## src/rtl/prog_clock_div.sv

```systemverilog
// prog_clock_div: multi-channel run-time programmable clock divider with period-aligned config apply
// Ports:
//   clk_in    - single clock, all logic on posedge
//   rst       - synchronous active-low reset
//   en        - per-channel run enable
//   sync      - one-cycle pulse restarting all enabled channels phase-aligned
//   cfg_valid - config write request; accepted when cfg_ready is high
//   cfg_ready - combinational: config slot for cfg_ch is free
//   cfg_ch    - target channel for the config write
//   cfg_div   - new divide factor (0 behaves as 1)
//   cfg_hi    - new high time in clk_in cycles (clamped to 1..div-1)
//   clk_out   - registered divided waveform per channel
//   tick      - registered one-cycle pulse at the start of each period
module prog_clock_div #(
  parameter int NCH = 4,
  parameter int CW = 11,
  parameter int DEF_DIV = 2,
  parameter int DEF_HI = 1,
  localparam int CHW = (NCH > 1) ? $clog2(NCH) : 1
) (
  input  logic           clk_in,
  input  logic           rst,
  input  logic [NCH-1:0] en,
  input  logic           sync,
  input  logic           cfg_valid,
  output logic           cfg_ready,
  input  logic [CHW-1:0] cfg_ch,
  input  logic [CW-1:0]  cfg_div,
  input  logic [CW-1:0]  cfg_hi,
  output logic [NCH-1:0] clk_out,
  output logic [NCH-1:0] tick
);
  logic [CW-1:0] cnt [NCH];
  logic [CW-1:0] div [NCH];
  logic [CW-1:0] hi [NCH];
  logic [CW-1:0] sdiv [NCH];
  logic [CW-1:0] shi [NCH];
  logic [CW-1:0] de [NCH];
  logic [CW-1:0] he [NCH];
  logic [CW-1:0] nc [NCH];
  logic [NCH-1:0] wrap;
  logic [NCH-1:0] active;
  logic [NCH-1:0] pending;
  // Out-of-range channels always look ready so a stray write is silently dropped.
  assign cfg_ready = (int'(cfg_ch) >= NCH) || !pending[cfg_ch];
  always_comb begin
    for (int i = 0; i < NCH; i++) begin
      de[i] = (div[i] == '0) ? CW'(1) : div[i];
      he[i] = (hi[i] == '0) ? CW'(1) : (hi[i] >= de[i] && de[i] >= CW'(2)) ? de[i] - CW'(1) : hi[i];
      wrap[i] = cnt[i] == de[i] - CW'(1);
      nc[i] = wrap[i] ? '0 : cnt[i] + CW'(1);
    end
  end
  always_ff @(posedge clk_in) begin
    if (!rst) begin
      active <= '0;
      pending <= '0;
      clk_out <= '0;
      tick <= '0;
      for (int i = 0; i < NCH; i++) begin
        cnt[i] <= '0;
        div[i] <= CW'(DEF_DIV);
        hi[i] <= CW'(DEF_HI);
        sdiv[i] <= CW'(DEF_DIV);
        shi[i] <= CW'(DEF_HI);
      end
    end else begin
      for (int i = 0; i < NCH; i++) begin
        // Idle, start, stop, sync and wrap all begin a fresh period, so shadow values may land.
        if (pending[i] && (!active[i] || !en[i] || sync || wrap[i])) begin
          div[i] <= sdiv[i];
          hi[i] <= shi[i];
          pending[i] <= 1'b0;
        end
        // Accept needs pending==0, so it can never collide with the apply above.
        if (cfg_valid && cfg_ready && int'(cfg_ch) == i) begin
          sdiv[i] <= cfg_div;
          shi[i] <= cfg_hi;
          pending[i] <= 1'b1;
        end
        if (!en[i]) begin
          active[i] <= 1'b0;
          cnt[i] <= '0;
          clk_out[i] <= 1'b0;
          tick[i] <= 1'b0;
        end else if (!active[i] || sync) begin
          active[i] <= 1'b1;
          cnt[i] <= '0;
          clk_out[i] <= 1'b1;
          tick[i] <= 1'b1;
        end else begin
          cnt[i] <= nc[i];
          clk_out[i] <= nc[i] < he[i];
          tick[i] <= nc[i] == '0;
        end
      end
    end
  end
endmodule

```

## config.mk

```make
export PLATFORM = sky130hd
export DESIGN_NAME = prog_clock_div
export DESIGN_NICKNAME = d
export VERILOG_FILES = /design/src/rtl/prog_clock_div.sv
export SDC_FILE = /design/constraint.sdc
export NUM_CORES = 1
export LEC_CHECK = 0
export ABC_AREA = 0
export BUFFER_PORTS_ARGS = -buffer_cell sky130_fd_sc_hd__buf_2
export CORE_UTILIZATION = 39
export DETAILED_ROUTE_END_ITERATION = 10
export PLACE_DENSITY = 0.64
export SLEW_MARGIN = 30
export SYNTH_ARGS = -nofsm -noshare
export SYNTH_HDL_FRONTEND = slang
export SYNTH_SLANG_ARGS = --single-unit
```

## constraint.sdc

```tcl
create_clock -name clk_in -period 6.75 [get_ports clk_in]
set_input_delay 1.6875 -clock clk_in [delete_from_list [all_inputs] [get_ports clk_in]]
set_output_delay 1.6875 -clock clk_in [all_outputs]
set_load 0.1 [all_outputs]
```

==> results of run 1 <==
cell usage in the layout, fill, tap and decap left out, drive strengths merged, types with 6 or more instances in the layout:
cell and instances:
a211oi 12, a21boi 7, a21o 12, a21oi 27, a31oi 15, and2 148
and3 35, buf 52, clkbuf 30, clkinv 8, conb 44, dfxtp 16
edfxtp 220, ha 96, inv 80, mux2i 11, nand2 75, nand2b 26
nand3 44, nand4 21, nor2 134, nor2b 15, nor3 32, nor4 27
o2111ai 6, o211ai 43, o21a 6, o21ai 34, o21bai 7, o41ai 7
or3 8, xnor2 59, xor2 31
cell families (layout without fill, tap and decap cells):
group	count (synthesis)	in the layout	synth area share
AOI/OAI and AO/OA	203	203	0.101
xor gates and xnor gates	93	93	0.0592
adders and majority gates	96	96	0.0831
buffers and inverters	147	177	0.0411
DFF	236	236	0.479
muxes	15	15	0.0115
other	1	46	0.000259
and+or+nand+nor	592	592	0.224
worst max path at each step:
stage / from / end / slack, ns / cells past startpoint
after floorplan: div[2][2]$_SDFFCE_PN0P_ / div[2][0]$_SDFFCE_PN0P_ / 1.40 / 13
after global placement: div[2][2]$_SDFFCE_PN0P_ / hi[2][0]$_SDFFCE_PN1P_ / 1.32 / 12
after detailed placement: div[2][2]$_SDFFCE_PN0P_ / clk_out[2]$_SDFF_PN0_ / 1.42 / 20
after CTS: div[2][2]$_SDFFCE_PN0P_ / clk_out[2]$_SDFF_PN0_ / 1.42 / 20
after global routing: div[2][4]$_SDFFCE_PN0P_ / clk_out[2]$_SDFF_PN0_ / 0.95 / 18
final: div[2][2]$_SDFFCE_PN0P_ / clk_out[2]$_SDFF_PN0_ / 1.38 / 20
flip-flops by register name, summed over array words and instances, names as in the netlist:
signal   cells
tick         4
clk_out      4
hi          44
active       4
cnt         44
sdiv        44
div         44
pending      4
shi         44
power breakdown:
group,internal (mW),switching (mW)
Combinational,0.150,0.254
Clock,0.922,0.580
Sequential,1.66,0.0554
Total,2.73,0.889
final cells by class:
cell class / instances / area, sq um / share of cell area
clock buffer: 30 / 687 / 0.0424
multi-input combinational: 1043 / 7210 / 0.444
sequential: 236 / 6930 / 0.427
clock inverter: 17 / 224 / 0.0138
antenna: 2 / 5.00 / 0.000309
inverter: 78 / 293 / 0.0181
tap: 468 / 586 / 0.0361
timing repair buffer: 52 / 290 / 0.0179
critical path, cell delays in order, from the launching register on:
cell and delay [ns]:
edfxtp_1 0.51, or4_4 0.58, nor4b_4 0.47, nor2_1 0.19
ha_1 0.26, nor3b_2 0.19, and3_1 0.21, xnor2_1 0.22
xor2_1 0.09, or3_1 0.36, nor4_4 0.60, nor2_1 0.14
ha_1 0.34, a21o_1 0.18, a21o_1 0.17, a21oi_1 0.16
o211ai_1 0.13, o2111ai_1 0.11, nand2_1 0.08, a21o_1 0.16
a31oi_1 0.14
metal layers:
| metal | up-vias | global-route usage | wire length, um |
|---|---|---|---|
| met4 | 6 | 0.0735 | 1240 |
| met5 | - | 0 | 29 |
| met2 | 250 | 0.275 | 14600 |
| met1 | 4735 | 0.237 | 15200 |
| met3 | 61 | 0.0274 | 1780 |
| li1 | 5057 | - | - |
==> summary.md, run 1 <==
| Metric | Value |
|---|---|
| IO Port Bufs | 40 |
| Wirelength, routed | 32800 um |
| Grt ovf | 0 |
| Outcome | finished, final reports clean |
| FMAX | 186 MHz |
| Worst slew pin tran | 0.767 ns |
| Pre-CTS WS | 1.42 ns |
| Worst r2r path cells | 20 |
| Post-route ant nets | 0 |
| Initial antenna violation count | 4 |
| Min setup slack post-route | 1.38 ns |
| Kind of critical path | flip-flop to flip-flop |
| Reg2reg setup slack | 1.38 ns |
| Clock transition at path regs | 0.07 ns |
| Hold WC Path Type | flip-flop to flip-flop |
| CTS tree | done |
| Top cells by area, synth | edfxtp_1 (46%), ha_1 (8.3%), and2_1 (6.4%), xnor2_1 (3.6%), nor2_1 (3.5%) |
| Htree depth | 1 |
| Arrival time at the worst endpoint | 5.84 ns |
| Clock Tree Buf Depth | 3 |
| Lkg Pwr | 6.37 nW |
| Count leader, synth | edfxtp_1 |
| Unrepaired setup endpoints after global routing | false |
| Crit-path max FO | 14 |
| Clock period minus worst slack | 5.37 ns |
| Synth top cells by count | edfxtp_1 (220), and2_1 (148), nor2_1 (134) |
| Clock sinks | 236 |
| Rows | 70 |
| EDFF count, synth | 220 |
| First-pass GRT wire length | 52100 um |
| Peak supply drop | 0.244 mV |
| Share of layout cells above drive strength 1 | 0.0948 |
| Cell Area, Synth | 14500 sq um |
| Final setup vio count | 0 |
| Final cell count without fillers | 1926 |
| Num CTS Buffers | 26 |
| Gate Count Post-Synth | 1383 |
| Cells resized by post-CTS repair | 0 |
| Instance area at placement | 15300 sq um |
| Die area | 37800 sq um |
| CP Capture Type | flip-flop |
| PD cells | 223 nW/um^2 |
| Ys Warns | 0 |
| Placed Cells | 1877 |
| Fin area | 16200 sq um |
| Fillers | 3414 |
| Worst hold path endpoint | div[3][1]$_SDFFCE_PN1P_ |
| Pwr Total | 3.62 mW |
| Vias in the first global route | 9900 |
| Layout Skew | 0.00969 ns |
| DRC Markers | 0 |
| Final HPWL from detailed placement | 24800 um |
| Synth top area share | 0.457 |
| CP Data Required Time | 7.22 ns |
| Starting Density | 0.396 |
| Pins Over Slew Limit | 0 |
| Via count | 10100 |
| Die width | 195 um |
| Routed vias/inst | 5.25 |
| Initial DRC count | 774 |
| First-pass DRT Iterations | 5 |
| MaxCap Viol Count | 0 |
| Hold Path Stages | 1 |
| Synth Register Bits | 236 |
| CTS Hold Bufs | 0 |
| Area grow syn2layout | 12.2% |
| Root buf cell | clkbuf_16 |
| Seq/Total Area, Yosys | 0.479 |
| Final Wtd Congestion | 0.915 |
| Postcts setup bufs | 0 |
| Pin count of the biggest net entering global routing | 24 |
| Yosys cell types | 76 |
| Synth area leader | edfxtp_1 |
| Fin Hold WS | 0.502 ns |
| Final worst-path cycle share | 0.795 |
| Avg Synthesized Cell Area | 10.5 sq um |
| Async S/R FF share, synth | 0 |
| Final setup TNS | 0 ns |
| GRT Total Usage | 0.174 |
| Final Hold Violating Endpoints | 0 |
| R2r startpoint | div[2][2]$_SDFFCE_PN0P_ |
| Crit path launch type | flip-flop |
| Num ports | 41 |
| Top FF cell, synth | edfxtp_1 |
| Clk Latency, worst-skew pair | 0.55 ns |
| Die Ht | 195 um |
| Area of the core | 36500 sq um |
| Hold path startpoint | sdiv[3][1]$_SDFFCE_PN1P_ |
| Nets | 1565 |
| Drt wl/cell | 17.1 um |
| Reg2reg end | clk_out[2]$_SDFF_PN0_ |
| Slew margin rel. | 0.489 |
| Final Util | 0.444 |
Note: power is estimated with default switching activity, not from simulation.
==> inputs of run 2 (changes only) <==
Settings changed: ABC_AREA 0 to 1.
Clock period 6.75 ns to 5.45 ns, I/O delays scaled along.
==> run 2 against run 1 <==
Sequential power up 23%. Clock-buffer cell count is 2 higher. Total power is 21% higher. First-iteration DRC count up 7.8%. Synthesized area grew 2.1%. Flip-flop and latch count unchanged. Via count is 14% higher. Clock power rose by 13%. Cell count is 22% higher. Synthesized cell count increased by 28%. Maximum frequency grew 36%. Largest power group unchanged.
==> summary.md, run 2 <==
| Metric | Value |
|---|---|
| GRT Total Usage | 0.194 (+0.0202) |
| Hold WC Path Type | flip-flop to flip-flop |
| Top cells by area, synth | edfxtp_1 (45%), nand2_1 (8.6%), ha_1 (8.1%), inv_1 (7.7%), nor2_1 (7.1%) |
| Sw frac | 0.267 (+0.0216) |
| Post-Synth Simple-Gate Area | 0.264 (+0.0400) |
| CTS Hold Bufs | 0 (unchanged) |
| Initial DRC count | 834 (+7.8%) |
| Grt ovf | 0 (unchanged) |
| Highest metal used | met4 |
| Share of layout cells above drive strength 1 | 0.0874 (-0.00740) |
| Clock period minus worst slack | 3.95 ns (-1.42 ns) |
| Worst r2r path cells | 24 (+20%) |
| Clock share of power | 0.388 (-0.027) |
| Clock sinks | 236 (unchanged) |
| Layout Skew | 0.0283 ns (+0.0186 ns) |
| Async S/R FF share, synth | 0 (unchanged) |
| Adder-cell share of the synthesized area | 0.0814 (-0.00171) |
| PD cells | 268 nW/um^2 (+20%) |
| Flop pwr share | 0.483 (+0.009) |
| Power Internal | 3.22 mW (+18%) |
| MaxCap Viol Count | 0 (unchanged) |
| Pre-CTS WS | 1.48 ns (+0.0560 ns) |
| Commonest non-fill, non-tap cell in the layout | nand2_1 |
| CTS tree | done |
| FMAX | 253 MHz (+36%) |
| Cells resized by post-CTS repair | 0 (unchanged) |
| Most frequent cells in the layout | nand2_1 (337), inv_1 (303), nor2_1 (281), edfxtp_1 (220), nand3_1 (122) |
| Clock Tree Buf Depth | 3 (unchanged) |
| Crit-path max FO | 10 (-4) |
| Via count | 11600 (+14%) |
| EDFF count, synth | 220 (unchanged) |
| Synth Register Bits | 236 (unchanged) |
| Nets | 1965 (+26%) |
| Unrepaired setup endpoints after global routing | false |
| Die area | 38600 sq um (+2.1%) |
| Synth top area share | 0.448 (-0.00938) |
| Largest family of logic cells by synthesized area | simple AND/OR/NAND/NOR gates |
| Met3 wire len | 1680 um (-5.5%) |
| Area grow syn2layout | 11.0% |
| Htree depth | 1 (unchanged) |
| Area of the core | 37000 sq um (+1.2%) |
| Antenna cells | 0 (-2) |
| Final Hold Violating Endpoints | 0 (unchanged) |
| Worst hold path endpoint | div[3][1]$_SDFFCE_PN1P_ |
| Final cell count without fillers | 2358 (+22%) |
| Die Ht | 197 um (+1.0%) |
| Lkg Pwr | 7.40 nW (+16%) |
| Ys Warns | 0 (unchanged) |
| Synth area leader | edfxtp_1 |
| Hold Path Stages | 1 (unchanged) |
| Final setup TNS | 0 ns (unchanged) |
| Reg2reg end | clk_out[1]$_SDFF_PN0_ |
| Mux contribution to synthesized area | 0 (-0.0115) |
| Post-route ant nets | 0 (unchanged) |
| Avg Synthesized Cell Area | 8.36 sq um (-20%) |
| Wl on met1 | 16400 um (+7.9%) |
| IO Port Bufs | 40 (unchanged) |
| Final Wtd Congestion | 0.934 (+2.1%) |
| R2r startpoint | div[1][2]$_SDFFCE_PN0P_ |
| Combinational fraction of design power | 0.130 (+0.019) |
| Final setup vio count | 0 (unchanged) |
| Pin count of the biggest net entering global routing | 23 (-4.2%) |
| Synth Area in Compound Gates | 0.0595 (-0.0418) |
| Placed Cells | 2313 (+23%) |
| DRC Markers | 0 (unchanged) |
| Hold path startpoint | sdiv[3][1]$_SDFFCE_PN1P_ |
| Seq/Total Area, Yosys | 0.469 (-0.00983) |
| Arrival time at the worst endpoint | 4.45 ns (-1.39 ns) |
| Fillers | 3722 (+9.0%) |
| Wirelength, routed | 36700 um (+12%) |
| Footprint of the multi-input gates | 6620 sq um (-8.1%) |
| Count leader, synth | nand2_1 |
| Peak supply drop | 0.247 mV (+1.2%) |
| Num ports | 41 (unchanged) |
| Kind of critical path | flip-flop to flip-flop |
| Final worst-path cycle share | 0.725 (-0.0707) |
| Root buf cell | clkbuf_16 |
| Cell Area, Synth | 14800 sq um (+2.1%) |
| Worst slew pin tran | 0.914 ns (+0.147 ns) |
| Xor and xnor area share after synthesis | 0.0320 (-0.0272) |
| Num CTS Buffers | 26 (unchanged) |
| Clk Latency, worst-skew pair | 0.57 ns (+0.02 ns) |
| Min setup slack post-route | 1.50 ns (+0.119 ns) |
| Net load switching power | 1.17 mW (+32%) |
| CP Data Required Time | 5.95 ns (-1.27 ns) |
| Slew margin rel. | 0.389 (-0.0995) |
| First-pass GRT wire length | 58500 um (+12%) |
| Die width | 197 um (+1.0%) |
| Met2 Wirelength | 17400 um (+19%) |
| Postcts setup bufs | 0 (unchanged) |
| Outcome | finished, final reports clean |
| Register area | 6930 sq um (unchanged) |
| Clock transition at path regs | 0.06 ns (about the same) |
| Starting Density | 0.399 (+0.00350) |
| CP Capture Type | flip-flop |
| Pins Over Slew Limit | 0 (unchanged) |
| Synth top cells by count | nand2_1 (339), inv_1 (303), nor2_1 (281) |
| Initial antenna violation count | 0 (-4) |
| Crit path launch type | flip-flop |
| Drt wl/cell | 15.5 um (-8.8%) |
| Yosys cell types | 42 (-45%) |
| First-pass DRT Iterations | 5 (unchanged) |
| Gate Count Post-Synth | 1764 (+28%) |
| Reg2reg setup slack | 1.50 ns (+0.12 ns) |
| Top FF cell, synth | edfxtp_1 |
| Final HPWL from detailed placement | 28300 um (+14%) |
| Rows | 70 (unchanged) |
| Vias in the first global route | 11300 (+15%) |
| Routed vias/inst | 4.91 (-6.5%) |
-- run 2: cell types whose count changed in the layout (fill, tap and decap cells not counted), sizes merged, moves of 11 or more --
cell	before	now
a21oi	27	44
a31oi	15	0
and2	148	1
and3	35	0
inv	80	309
mux2i	11	0
nand2	75	347
nand2b	26	0
nand3	44	125
nand4	21	36
nor2	134	337
nor2b	15	0
nor4	27	12
xnor2	59	3
-- run 2: layout make-up --
type	count	area share
Clock buffer	32	0.0411
Timing Repair Buffer	42	0.0131
Sequential cell	236	0.423
Clock inverter	13	0.00886
Multi-Input combinational cell	1220	0.404
Inverter	311	0.0713
Tap cell	504	0.0385
-- run 2: power by group through the flow --
stage	combinational, mW	clock [mW]	sequential, mW
after floorplan	0.403	0	2.16
after global placement	0.557	0	2.16
after detailed placement	0.567	0	2.16
after CTS	0.570	1.75	2.12
after global routing	0.648	1.81	2.13
final	0.569	1.70	2.12
-- run 2: worst max-delay path by stage --
| stage | startpoint | to | slack (ns) | depth (start not counted) |
|---|---|---|---|---|
| 4_1_cts | div[1][2]$_SDFFCE_PN0P_ | clk_out[1]$_SDFF_PN0_ | 1.46 | 24 |
| 2_1_floorplan | cfg_ch[0] | sdiv[2][0]$_SDFFCE_PN0P_ | 1.07 | 8 |
| 6_report | div[1][2]$_SDFFCE_PN0P_ | clk_out[1]$_SDFF_PN0_ | 1.50 | 24 |
| 3_5_place_dp | div[1][2]$_SDFFCE_PN0P_ | clk_out[1]$_SDFF_PN0_ | 1.48 | 24 |
| 3_3_place_gp | div[1][2]$_SDFFCE_PN0P_ | clk_out[1]$_SDFF_PN0_ | 1.51 | 24 |
| 5_1_grt | div[2][7]$_SDFFCE_PN0P_ | clk_out[2]$_SDFF_PN0_ | 0.97 | 26 |
-- run 2: logic make-up (layout without fill, tap and decap cells) --
group / Yosys count / count (layout)
adder cells (fa/ha/maj): 96 / 96
AND/OR/NAND/NOR: 895 / 895
other: 1 / 44
buffers and inverters: 351 / 398
flip-flops: 236 / 236
AO/OA/AOI/OAI: 139 / 139
XOR/XNOR: 46 / 46
-- run 2: stage by stage --
step / utilization / hold slack, ns / power [mW] / cell area (sq um)
after floorplan: - / 0.452 / 2.56 / 14900
after global placement: 0.421 / 0.494 / 2.72 / 15600
after detailed placement: 0.421 / 0.492 / 2.73 / 15600
after CTS: 0.443 / 0.501 / 4.44 / 16400
after global routing: 0.443 / 0.532 / 4.59 / 16400
final: 0.443 / 0.501 / 4.40 / 16400
-- run 2: metal layers --
| metal | vias up | global-route usage |
|---|---|---|
| li1 | 5872 | - |
| met1 | 5339 | 0.246 |
| met4 | 0 | 0.0732 |
| met5 | - | 0 |
| met2 | 279 | 0.337 |
| met3 | 79 | 0.0262 |
-- run 2: critical path, cell delays in order, from the launching register on --
cell and delay (ns):
edfxtp_1 0.47, nor2_2 0.21, nand2_1 0.09, nor2_2 0.15, nand2_4 0.10, nand2_2 0.11, inv_1 0.07, ha_1 0.25
nand2_2 0.11, xor2_1 0.28, xor2_1 0.23, nand2_1 0.07, nor2_1 0.08, nand2_1 0.07, nor2_2 0.11, nand2_2 0.16
nand3_1 0.16, inv_1 0.06, ha_1 0.30, a21oi_1 0.13, nor2_1 0.05, a211oi_1 0.21, o221a_2 0.22, nand2_1 0.06
a21oi_1 0.12
==> inputs of run 3 (changes only) <==
Clock period 5.45 ns to 3.65 ns, I/O delays scaled along.
==> run 3 against run 2 <==
Critical path depth fell by 2. Die area unchanged. Sequential power rose by 49%. Via count rose by 2.7%. Sequential share of layout area decreased by 2.4 points. Utilization is 2.6 points higher. Critical path type unchanged. Highest routed layer is now met5.
==> summary.md, run 3 (synthesized netlist as in run 2, its figures left out) <==
| Metric | Value |
|---|---|
| GRT Total Usage | 0.192 (-0.00250) |
| Most frequent cells in the layout | nand2_1 (330), inv_1 (297), nor2_1 (267), edfxtp_1 (220), nand3_1 (118) |
| Root buf cell | clkbuf_16 |
| Pin count of the biggest net entering global routing | 23 (unchanged) |
| CP top delay family | simple AND/OR/NAND/NOR gates |
| Antenna cells | 0 (unchanged) |
| Min setup slack post-route | 0.235 ns (-1.27 ns) |
| Unrepaired setup endpoints after global routing | true |
| Die area | 38600 sq um (unchanged) |
| Slowest stage delay, CP | 0.44 ns (-0.03 ns) |
| Final cell count without fillers | 2445 (+3.7%) |
| Arrival time at the worst endpoint | 3.88 ns (-0.57 ns) |
| Initial antenna violation count | 1 (+1) |
| Hold path startpoint | pending[2]$_SDFFE_PN0P_ |
| Slowest cell on the critical path | edfxtp_1 |
| CTS tree | done |
| Pwr Total | 6.91 mW (+57%) |
| Fin area | 17400 sq um (+6.0%) |
| Crit path launch type | flip-flop |
| IO Port Bufs | 40 (unchanged) |
| CP Data Required Time | 4.12 ns (-1.83 ns) |
| Reg2reg setup slack | 0.24 ns (-1.27 ns) |
| Num CTS Buffers | 28 (+7.7%) |
| Pre-CTS WS | -0.0260 ns (-1.50 ns) |
| Final Wtd Congestion | 0.951 (+1.8%) |
| Post-route ant nets | 0 (unchanged) |
| Num ports | 41 (unchanged) |
| Wirelength, routed | 36800 um (+0.43%) |
| Critical path startpoint | div[3][0]$_SDFFCE_PN0P_ |
| Drt wl/cell | 15.1 um (-3.1%) |
| Share of layout cells above drive strength 1 | 0.152 (+0.0651) |
| Worst slew pin tran | 0.640 ns (-0.274 ns) |
| PD cells | 398 nW/um^2 (+48%) |
| Routed vias/inst | 4.86 (-0.97%) |
| Layout Skew | 0.0192 ns (-0.00911 ns) |
| First-pass GRT wire length | 58400 um (-0.31%) |
| Nets | 2047 (+4.2%) |
| Clock sinks | 236 (unchanged) |
| MaxCap Viol Count | 0 (unchanged) |
| Commonest non-fill, non-tap cell in the layout | nand2_1 |
| Pins Over Slew Limit | 0 (unchanged) |
| Placed Cells | 2360 (+2.0%) |
| Via count | 11900 (+2.7%) |
| Clk Latency, worst-skew pair | 0.55 ns (-0.02 ns) |
| FMAX | 293 MHz (+16%) |
| Slew margin rel. | 0.573 (+0.184) |
| Crit-path max FO | 9 (-1) |
| Most frequent CP cell | nor2_1 |
| Final setup vio count | 0 (unchanged) |
| Die Ht | 197 um (unchanged) |
| Clock transition at path regs | 0.06 ns (about the same) |
| First-pass DRT Iterations | 5 (unchanged) |
| Final HPWL from detailed placement | 28200 um (-0.30%) |
| Rows | 70 (unchanged) |
| Final worst-path cycle share | 0.935 (+0.211) |
| Area of the core | 37000 sq um (unchanged) |
| CTS Hold Bufs | 0 (unchanged) |
| Kind of critical path | flip-flop to flip-flop |
| Die width | 197 um (unchanged) |
| Initial DRC count | 888 (+6.5%) |
| Grt ovf | 0 (unchanged) |
| CP Capture Type | flip-flop |
| Outcome | finished, final reports clean |
| Peak supply drop | 0.308 mV (+25%) |
| R2r startpoint | div[3][0]$_SDFFCE_PN0P_ |
| Area grow syn2layout | 17.6% |
| Htree depth | 1 (unchanged) |
| Instance area at placement | 16000 sq um (+2.7%) |
| Lkg Pwr | 7.88 nW (+6.5%) |
| Buf+Inv Stages, Crit Path | 1 (-1) |
| Final Hold Violating Endpoints | 0 (unchanged) |
| CP Cell Sequence | nor2_2 > nand3_1 > nor2_1 > nor2_2 > ha_2 > xor2_1 > nand2_1 > nor2_1 > nand3_1 > nor2_1 > nand3_1 > nor2_2 > nand3_4 > nand2_1 > inv_1 > ha_1 > a21oi_1 > nor2_1 > a211oi_2 > o221a_2 > nand2_1 > a21oi_1 |
| Vias in the first global route | 11400 (+0.35%) |
| Clock Tree Buf Depth | 3 (unchanged) |
| Starting Density | 0.399 (unchanged) |
| Clock period minus worst slack | 3.41 ns (-0.535 ns) |
| DRC Markers | 0 (unchanged) |
| Hold WC Path Type | flip-flop to flip-flop |
## run 3: power by group
part / internal, mW / switching, mW
registers: 3.07 / 0.0830
logic: 0.343 / 0.610
clock network: 1.65 / 1.15
total: 5.07 / 1.84
## run 3: worst paths after layout
kind | endpoint | cells past startpoint
worst min register to register | pending[2]$_SDFFE_PN0P_ | 2
worst min-delay path | pending[2]$_SDFFE_PN0P_ | 2
worst max-delay path | clk_out[3]$_SDFF_PN0_ | 22
worst max register to register | clk_out[3]$_SDFF_PN0_ | 22
## run 3: worst register-to-register path, cell delays in order, from the launching register on
cell      delay, ns
edfxtp_1       0.44
nor2_2         0.16
nand3_1        0.08
nor2_1         0.13
nor2_2         0.05
ha_2           0.34
xor2_1         0.15
nand2_1        0.07
nor2_1         0.10
nand3_1        0.08
nor2_1         0.11
nand3_1        0.10
nor2_2         0.14
nand3_4        0.14
nand2_1        0.12
inv_1          0.05
ha_1           0.30
a21oi_1        0.15
nor2_1         0.06
a211oi_2       0.16
o221a_2        0.20
nand2_1        0.06
a21oi_1        0.13
## run 3: cell type report
cell class,instances,area (sq um)
repair buffers,121,882
well taps,504,631
clock inverters,16,160
fillers,3619,19600
clock buffers,36,772
flip-flops and latches,236,6930
repair inverters,1,5.00
inverters,311,1170
multi-input cells,1220,6810
## run 3: metrics by stage
step                      TNS (ns)   util  hold slack [ns]
after global placement     -0.0471  0.432            0.484
final                            0  0.469            0.497
after detailed placement   -0.0260  0.432            0.489
after floorplan                  0      -            0.452
after global routing        -0.139  0.469            0.514
after CTS                        0  0.458            0.496
## run 3: layer usage
layer | vias to the layer above | global-route usage | wire, um
met2 | 328 | 0.317 | 17000
met4 | 2 | 0.0518 | 813
met3 | 62 | 0.0317 | 2190
li1 | 6045 | - | -
met1 | 5443 | 0.259 | 16800
met5 | - | 0 | 13
## run 3: timing repair
item / in CTS / in global routing
endpoints found under the setup margin: 1 / 92
setup buffers: 1 / 31
gates resized for setup: 1 / 59
gates cloned: 0 / 1
pin swaps: 1 / 21
